`config.mk`:
```
export PLATFORM = sky130hd
export DESIGN_NAME = rf_wr_arb
export DESIGN_NICKNAME = d
export VERILOG_FILES = /design/src/rtl/rf_wr_arb.sv
export SDC_FILE = /design/constraint.sdc
export NUM_CORES = 1
export LEC_CHECK = 0
export CORE_MARGIN = 1.5
export CORE_UTILIZATION = 50
export DETAILED_ROUTE_END_ITERATION = 16
export PLACE_DENSITY = 0.78
export SYNTH_ARGS = -nofsm -noshare
export SYNTH_HDL_FRONTEND = slang
export SYNTH_SLANG_ARGS = --single-unit
```
`constraint.sdc`:
```
create_clock -name clk -period 2.8 [get_ports clk]
set_input_delay 0.28 -clock clk [delete_from_list [all_inputs] [get_ports clk]]
set_output_delay 0.28 -clock clk [all_outputs]
set_load 0.05 [all_outputs]
```
`src/rtl/rf_wr_arb.sv`:
```
// rf_wr_arb: owns the single register-file write port.
// Arbitrates pipeline writeback, a 2-entry JAL link-write queue and a
// one-deep MDU holding register; the MDU ages and eventually outranks
// the link queue, but writeback always wins.
module rf_wr_arb #(
    parameter int unsigned AGE_MAX = 4
) (
    input  logic        clk,
    input  logic        rst,
    input  logic        wb_we,
    input  logic [4:0]  wb_addr,
    input  logic [31:0] wb_data,
    input  logic        lnk_req,
    input  logic [29:0] lnk_pc4,
    output logic        lnk_full,
    input  logic        md_valid,
    input  logic [4:0]  md_addr,
    input  logic [31:0] md_data,
    output logic        md_ready,
    output logic        rf_we,
    output logic [4:0]  rf_a3,
    output logic [31:0] rf_wd,
    output logic [31:0] pend_mask,
    output logic        lnk_ovf
);

    localparam int unsigned AW = (AGE_MAX < 1) ? 1 : $clog2(AGE_MAX + 1);
    localparam logic [AW-1:0] AGE_LIM = AW'(AGE_MAX);

    typedef enum logic {
        MD_IDLE,
        MD_HOLD
    } md_state_t;

    typedef enum logic [1:0] {
        GNT_NONE,
        GNT_WB,
        GNT_LNK,
        GNT_MD
    } gnt_t;

    md_state_t   r_md_state;
    md_state_t   w_md_next;
    logic [4:0]  r_md_addr;
    logic [31:0] r_md_data;
    logic [AW-1:0] r_age;

    logic [29:0] r_q0;
    logic [29:0] r_q1;
    logic [1:0]  r_cnt;
    logic        r_ovf;

    logic        r_rf_we;
    logic [4:0]  r_rf_a3;
    logic [31:0] r_rf_wd;

    gnt_t        w_gnt;
    logic        w_wb_live;
    logic        w_lnk_live;
    logic        w_md_live;
    logic        w_md_old;
    logic        w_pop;
    logic        w_push;
    logic        w_drop;
    logic        w_capture;
    logic [1:0]  w_cnt_after_pop;
    logic [31:0] w_lnk_wd;
    logic [31:0] w_mask;

    // An r0 writeback is consumed here so it never claims the port.
    assign w_wb_live  = wb_we && (wb_addr != '0);
    assign w_lnk_live = (r_cnt != '0);
    assign w_md_live  = (r_md_state == MD_HOLD);
    assign w_md_old   = (r_age >= AGE_LIM);

    assign w_lnk_wd   = {r_q0 + 30'd1, 2'b00};

    assign w_pop           = (w_gnt == GNT_LNK);
    assign w_cnt_after_pop = r_cnt - {1'b0, w_pop};
    assign w_push          = lnk_req && ((r_cnt != 2'd2) || w_pop);
    assign w_drop          = lnk_req && !w_push;

    assign md_ready  = (r_md_state == MD_IDLE);
    assign w_capture = md_valid && md_ready && (md_addr != '0);

    assign lnk_full  = (r_cnt == 2'd2);
    assign lnk_ovf   = r_ovf;
    assign rf_we     = r_rf_we;
    assign rf_a3     = r_rf_a3;
    assign rf_wd     = r_rf_wd;
    assign pend_mask = w_mask;

    // Port grant: WB, then an aged MDU, then link head, then a young MDU.
    always_comb begin
        w_gnt = GNT_NONE;
        if (w_wb_live) begin
            w_gnt = GNT_WB;
        end else if (w_md_live && w_md_old) begin
            w_gnt = GNT_MD;
        end else if (w_lnk_live) begin
            w_gnt = GNT_LNK;
        end else if (w_md_live) begin
            w_gnt = GNT_MD;
        end
    end

    // MDU holding-register next state.
    always_comb begin
        w_md_next = r_md_state;
        case (r_md_state)
            MD_IDLE: if (w_capture) w_md_next = MD_HOLD;
            MD_HOLD: if (w_gnt == GNT_MD) w_md_next = MD_IDLE;
            default: w_md_next = MD_IDLE;
        endcase
    end

    // MDU state register.
    always_ff @(posedge clk or negedge rst) begin
        if (!rst) begin
            r_md_state <= MD_IDLE;
        end else begin
            r_md_state <= w_md_next;
        end
    end

    // MDU capture and saturating age counter.
    always_ff @(posedge clk or negedge rst) begin
        if (!rst) begin
            r_md_addr <= '0;
            r_md_data <= '0;
            r_age     <= '0;
        end else if (w_capture) begin
            r_md_addr <= md_addr;
            r_md_data <= md_data;
            r_age     <= '0;
        end else if (w_md_live && (w_gnt != GNT_MD) && (r_age != AGE_LIM)) begin
            r_age <= r_age + 1'b1;
        end
    end

    // Link FIFO: shift on pop; a push in the same cycle lands after the shift.
    always_ff @(posedge clk or negedge rst) begin
        if (!rst) begin
            r_q0  <= '0;
            r_q1  <= '0;
            r_cnt <= '0;
        end else begin
            if (w_pop) begin
                r_q0 <= r_q1;
            end
            if (w_push) begin
                if (w_cnt_after_pop == '0) begin
                    r_q0 <= lnk_pc4;
                end else begin
                    r_q1 <= lnk_pc4;
                end
            end
            r_cnt <= w_cnt_after_pop + {1'b0, w_push};
        end
    end

    // Sticky record of a dropped link push.
    always_ff @(posedge clk or negedge rst) begin
        if (!rst) begin
            r_ovf <= 1'b0;
        end else if (w_drop) begin
            r_ovf <= 1'b1;
        end
    end

    // Registered write port; address/data hold when nothing is granted.
    always_ff @(posedge clk or negedge rst) begin
        if (!rst) begin
            r_rf_we <= 1'b0;
            r_rf_a3 <= '0;
            r_rf_wd <= '0;
        end else begin
            r_rf_we <= (w_gnt != GNT_NONE);
            case (w_gnt)
                GNT_WB: begin
                    r_rf_a3 <= wb_addr;
                    r_rf_wd <= wb_data;
                end
                GNT_LNK: begin
                    r_rf_a3 <= 5'd31;
                    r_rf_wd <= w_lnk_wd;
                end
                GNT_MD: begin
                    r_rf_a3 <= r_md_addr;
                    r_rf_wd <= r_md_data;
                end
                default: begin
                end
            endcase
        end
    end

    // Pending-write scoreboard for the hazard unit.
    always_comb begin
        w_mask = '0;
        if (w_lnk_live) w_mask[31] = 1'b1;
        if (w_md_live) w_mask[r_md_addr] = 1'b1;
        w_mask[0] = 1'b0;
    end

endmodule

```
==> run metrics, run 1 <==
CP required 2520 ps; number of flops mapped to enable cells by yosys 0; Filler cells 1152; IO Pins 182; critical path endpoint category output port; Final Setup Violations 0; Chip Height 123 um; Detailed Routing Iterations Pass 1 5; RSZ-0062 raised after global routing no; crit-path cells or3b_2 > nor2_1 > clkdlybuf4s50_1; final hold vios 0; DR vias/cell 5.60; Max transition margin 36.4%; Clock Latency Late Sink 420 ps; Initial Util 51.5%; worst hold path type in -> reg; remaining global-route overflow 0; Largest stage delay, worst path 810 ps; Port-buffer cells 180; CTS root buffer clkbuf_16; outcome finished, final reports clean; top cell type's share of synthesized area 49.3%; largest net degree at the start of global routing 76; initial antenna violation count 0; Global Route met1 Usage 35.7%; share of cells above drive strength 1 11.5%; final estimated routing congestion in global placement 0.853; Synth area leaders dfrtp_1 49%, nand2_1 9.3%, mux2_2 4.7%; overall power 11300 uW; CTS Buf Count 17; top-count cell post-synth nand2_1; Tmin final 2700 ps; Setup TNS 0 ps; Routed Antenna Nets 0; GRT Overall Usage 27.2%; number of synthesized register bits 142; # rows 43; Final Skew 6.78 ps; Worst-path clk slew 60 ps; Routed WL per cell 17.5 um; leading area contributor after synthesis dfrtp_1; f_max 370 MHz; Detailed Place HPWL 14200 um; peak-usage layer in the global routing report met2; Post-Synthesis Cells 773; total clock sinks 142; Max Slew Vio Count 0; Slowest-stage cell, CP clkdlybuf4s50_1; Leak 0.00416 uW; GRT met2 Usage 45.2%; drt drc 0; syn_area_per_cell 9.32 um2; Mapped Area 0.00720 mm2; ys flop type dfrtp_1; antenna diode count 0; Die ar. 0.0151 mm2; # nets final 1055; final WL 19800 um; initial DRC count 394; post-CTS setup buffers 0; Max Cap Violations 0; sequential cell area fraction in the yosys report 49.3%; Max Fanout on Critical Path 10; Area Growth Syn to Fin 36.0%; H-tree depth 4; CTS tree done; transition time of the tightest slew-check pin 954 ps; global-route wire length before repair 31200 um; vias in the first global route 6010; VDD IR max 0.000500 V; WP data arrival 2420 ps; vias 6344; area of the core 0.0140 mm2; Mapped Nets 887; Setup CP Type reg -> out; yosys warns 0; CTS max path bufs 2; crit start category register; met3 Use GR 5.67%; Die Wd 123 um; Tcrit/Tclk final 96.5%; commonest cells in the netlist 179 x nand2_1, 142 x dfrtp_1, 64 x nor2_1; PD cells 1150 mW/mm2; Yosys cell types 69; ys async rst share 100%
[cell type report]
class                           instances  area, um2  area share, %
Clock buffer                           18        439           4.48
Clock inverter                         13        148           1.51
Inverter                               14       52.6          0.537
Multi-Input combinational cell        565       3380           34.5
Sequential cell                       142       3550           36.3
Tap cell                              180        225           2.30
Timing Repair Buffer                  201       2000           20.4
[state kept, by name, indices dropped and copies added, names as in the netlist]
| signal | cells |
|---|---|
| lnk_ovf | 1 |
| r_age | 3 |
| r_cnt | 2 |
| r_md_addr | 5 |
| r_md_data | 32 |
| r_md_state | 1 |
| r_q0 | 30 |
| r_q1 | 30 |
| rf_a3 | 5 |
| rf_wd | 32 |
| rf_we | 1 |
[power breakdown]
part	internal [uW]	switching (uW)
clock	1400	845
sequential	3050	904
combinational	2040	3060
total	6500	4810
[cells in the final DEF (no fill, tap or decap), drive strengths merged, types with 8 or more instances in the layout]
| cell | count |
|---|---|
| nor2 | 65 |
| dfrtp | 142 |
| inv | 14 |
| nand4 | 8 |
| or3 | 9 |
| clkdlybuf4s50 | 171 |
| o31ai | 10 |
| mux2i | 31 |
| xnor2 | 9 |
| buf | 28 |
| a22o | 9 |
| a21oi | 22 |
| nand2 | 180 |
| nand3 | 29 |
| o21ai | 60 |
| clkbuf | 18 |
| mux2 | 30 |
[worst paths after layout]
check / end / startpoint / slack (ps) / depth (start not counted)
worst min-delay path: r_md_data[27]$_DFFE_PN0P_ / md_data[27] / 380 / 3
worst min register to register: r_md_data[18]$_DFFE_PN0P_ / r_md_data[18]$_DFFE_PN0P_ / 470 / 2
worst max register to register: r_q1[0]$_DFFE_PN0P_ / r_cnt[1]$_DFF_PN0_ / 410 / 9
min in group asynchronous: r_md_data[27]$_DFFE_PN0P_ / rst / 440 / 2
worst max-delay path: pend_mask[6] / r_md_addr[2]$_DFFE_PN0P_ / 100 / 3
max in group asynchronous: rf_wd[2]$_DFFE_PN0P_ / rst / 1580 / 3
[critical path: cells and delay by family, from the launching register on]
kind,cells,cell delay (ps)
and+or+nand+nor,2,650
DFF,1,540
buffers and inverters,1,810
[layer usage]
| metal | routed length, um | vias up |
|---|---|---|
| met5 | 0 | - |
| met4 | 350 | 0 |
| met3 | 1100 | 27 |
| met2 | 9540 | 198 |
| met1 | 8790 | 3075 |
| li1 | - | 3044 |
[cell families after synthesis]
kind of cell,share of synthesized area (%)
simple gates,20.5
compound gates,14.1
flops,49.3
buf+inv,4.17
mux,9.00
xor+xnor,1.95
fa+ha+maj,0.869
other cells,0.0521
[repair_timing]
item | in CTS | in global routing
endpoints found under the hold margin | 73 | 0
hold buffers | 1 | 0
endpoints found under the setup margin | 0 | 1
resized for setup | 0 | 1
[per-stage QoR]
stage	cells	cell area, um2	worst slack [ps]	utilization [%]	hold slack [ps]
2_1_floorplan	773	7200	259	-	-15.6
3_3_place_gp	1101	9200	144	65.7	346
3_5_place_dp	1101	9200	130	65.7	344
4_1_cts	1133	9790	63.2	70.0	369
5_1_grt	1133	9790	22.4	70.0	379
6_report	1133	9790	97.5	70.0	383
(Power assumes the default switching activity.)
==> run 2, diff against run 1 <==
--- a/config.mk
+++ b/config.mk
@@ -8,7 +8,7 @@
 export CORE_MARGIN = 1.5
 export CORE_UTILIZATION = 50
 export DETAILED_ROUTE_END_ITERATION = 16
-export PLACE_DENSITY = 0.78
+export PLACE_DENSITY_LB_ADDON = 0.08
 export SYNTH_ARGS = -nofsm -noshare
 export SYNTH_HDL_FRONTEND = slang
 export SYNTH_SLANG_ARGS = --single-unit
==> run 2 against run 1 <==
Net effect: clock skew up 4.3 ps; highest routed layer unchanged; sequential power about the same; critical endpoint is now pend_mask[1]; count of clock-buffer cells in the layout down 1; largest cell class unchanged; critical path depth unchanged; total power up 1.9%.
==> run metrics, run 2 (synthesis results as in run 1) <==
outcome finished, final reports clean; f_max 372 MHz (+0.59%); Filler cells 1098 (-4.7%); WP data arrival 2410 ps (about the same); initial antenna violation count 2 (+2); VDD IR max 0.000630 V (+26%); final estimated routing congestion in global placement 0.877 (+2.8%); # rows 43 (unchanged); Clock Latency Late Sink 430 ps (about the same); Placed Cells 1104 (+0.27%); Max transition margin 31.5% (-5.0 points); Final Skew 11.1 ps (+4.27 ps); Leak 0.00418 uW (+0.32%); GRT Overall Usage 28.2% (+1.0 points); Detailed Routing Iterations Pass 1 5 (unchanged); transition time of the tightest slew-check pin 1030 ps (+73.3 ps); Largest stage delay, worst path 840 ps (+30 ps); Die ar. 0.0151 mm2 (unchanged); DR vias/cell 5.69 (+1.7%); worst hold path type in -> reg; Max Cap Violations 0 (unchanged); CTS root buffer clkbuf_16; Area Growth Syn to Fin 36.9%; vias in the first global route 6207 (+3.3%); Final Setup Violations 0 (unchanged); Worst-path clk slew 60 ps (about the same); critical path endpoint category output port; Setup CP Type reg -> out; Setup TNS 0 ps (unchanged); PD cells 1170 mW/mm2 (+1.3%); Place WS 119 ps (-11.9 ps); crit start category register; Core Util, Final 70.5% (+0.46 points); most frequent cells in the layout 179 x nand2_1, 172 x clkdlybuf4s50_1, 142 x dfrtp_1, 64 x nor2_1, 57 x o21ai_0; remaining global-route overflow 0 (unchanged); post-CTS setup buffers 0 (unchanged); Tcrit/Tclk final 96.0% (-0.57 points); # nets final 1058 (+0.28%); vias 6485 (+2.2%); fin cells 1139 (+0.53%); drt drc 0 (unchanged); IO Pins 182 (unchanged); RSZ-0062 raised after global routing no; H-tree depth 4 (unchanged); largest net degree at the start of global routing 66 (-13%); Port-buffer cells 180 (unchanged); crit-path cells nand3b_1 > nor2_1 > clkdlybuf4s50_1; final hold vios 0 (unchanged); Routed Antenna Nets 0 (unchanged); total clock sinks 142 (unchanged); CTS tree done; Chip Height 123 um (unchanged); Slowest-stage cell, CP clkdlybuf4s50_1; CTS max path bufs 2 (unchanged); initial DRC count 506 (+28%); Initial Util 51.5% (unchanged); global-route wire length before repair 32500 um (+4.3%); Max Fanout on Critical Path 10 (unchanged); Detailed Place HPWL 14700 um (+3.8%); final WL 20700 um (+4.9%); Max Slew Vio Count 0 (unchanged); Routed WL per cell 18.2 um (+4.3%); CP required 2520 ps (about the same); area of the core 0.0140 mm2 (unchanged); CTS Buf Count 17 (unchanged); final setup margin 113 ps (+15.8 ps); commonest non-fill, non-tap cell in the layout nand2_1; share of cells above drive strength 1 11.6% (+0.056 points); Die Wd 123 um (unchanged); Tmin final 2690 ps (-15.8 ps)
run 2: cell types whose count changed in the layout (fill, tap and decap cells not counted), sizes merged, moves of 2 or more:
cell | previous run | this run
diode | 0 | 2
clkinv | 7 | 3
dlygate4sd2 | 0 | 3
inv | 14 | 19
run 2: final timing paths:
path / cells past startpoint / end / start / slack (ps)
setup reg to reg: 9 / r_q1[24]$_DFFE_PN0P_ / r_cnt[1]$_DFF_PN0_ / 360
max in group asynchronous: 3 / r_md_data[13]$_DFFE_PN0P_ / rst / 1510
hold reg to reg: 1 / lnk_ovf$_DFFE_PN0P_ / lnk_ovf$_DFFE_PN0P_ / 480
hold / removal: 3 / r_md_data[26]$_DFFE_PN0P_ / md_data[26] / 380
min in group asynchronous: 2 / rf_wd[1]$_DFFE_PN0P_ / rst / 400
setup / recovery: 3 / pend_mask[1] / r_md_state$_DFF_PN0_ / 110
run 2: layout make-up:
type                            instances  area (um2)  share of cell area, %
Antenna cell                            2        5.00                 0.0508
Timing Repair Buffer                  204        2010                   20.4
Tap cell                              180         225                   2.28
Clock buffer                           17         425                   4.32
Inverter                               14        52.6                  0.533
Clock inverter                         15         209                   2.12
Sequential cell                       142        3550                   36.0
Multi-Input combinational cell        565        3380                   34.3
run 2: per-layer routing:
layer  global-route usage (%)  vias up  share of wire (%)
met3                     5.49       34                6.6
met4                     12.1        0                2.7
met2                     44.0      239                 46
li1                         -     3041                  -
met5                        0        -                  0
met1                     38.5     3171                 45
run 2: power breakdown:
| group | total, uW | switching, uW | internal (uW) | leakage [uW] |
|---|---|---|---|---|
| clock | 2440 | 937 | 1510 | 0.000301 |
| combinational | 5110 | 3080 | 2030 | 0.00218 |
| sequential | 3970 | 917 | 3050 | 0.00169 |
| total | 11500 | 4940 | 6590 | 0.00418 |
run 2: repair_timing:
item,CTS,global route
hold buffers,1,0
gates resized for setup,3,0
endpoints found under the hold margin,63,0
endpoints found under the setup margin,3,0
run 2: stage by stage:
step	hold slack [ps]	total power (uW)	area [um2]
final	382	11500	9860
after global routing	388	12200	9860
after CTS	368	11500	9850
after detailed placement	308	9040	9210
after global placement	302	8860	9210
after floorplan	-15.6	7270	7200
run 2: critical path, delay by kind of cell (launching register included):
kind          cells  cell delay, ps
simple gates      2             590
buf+inv           1             840
flops             1             550
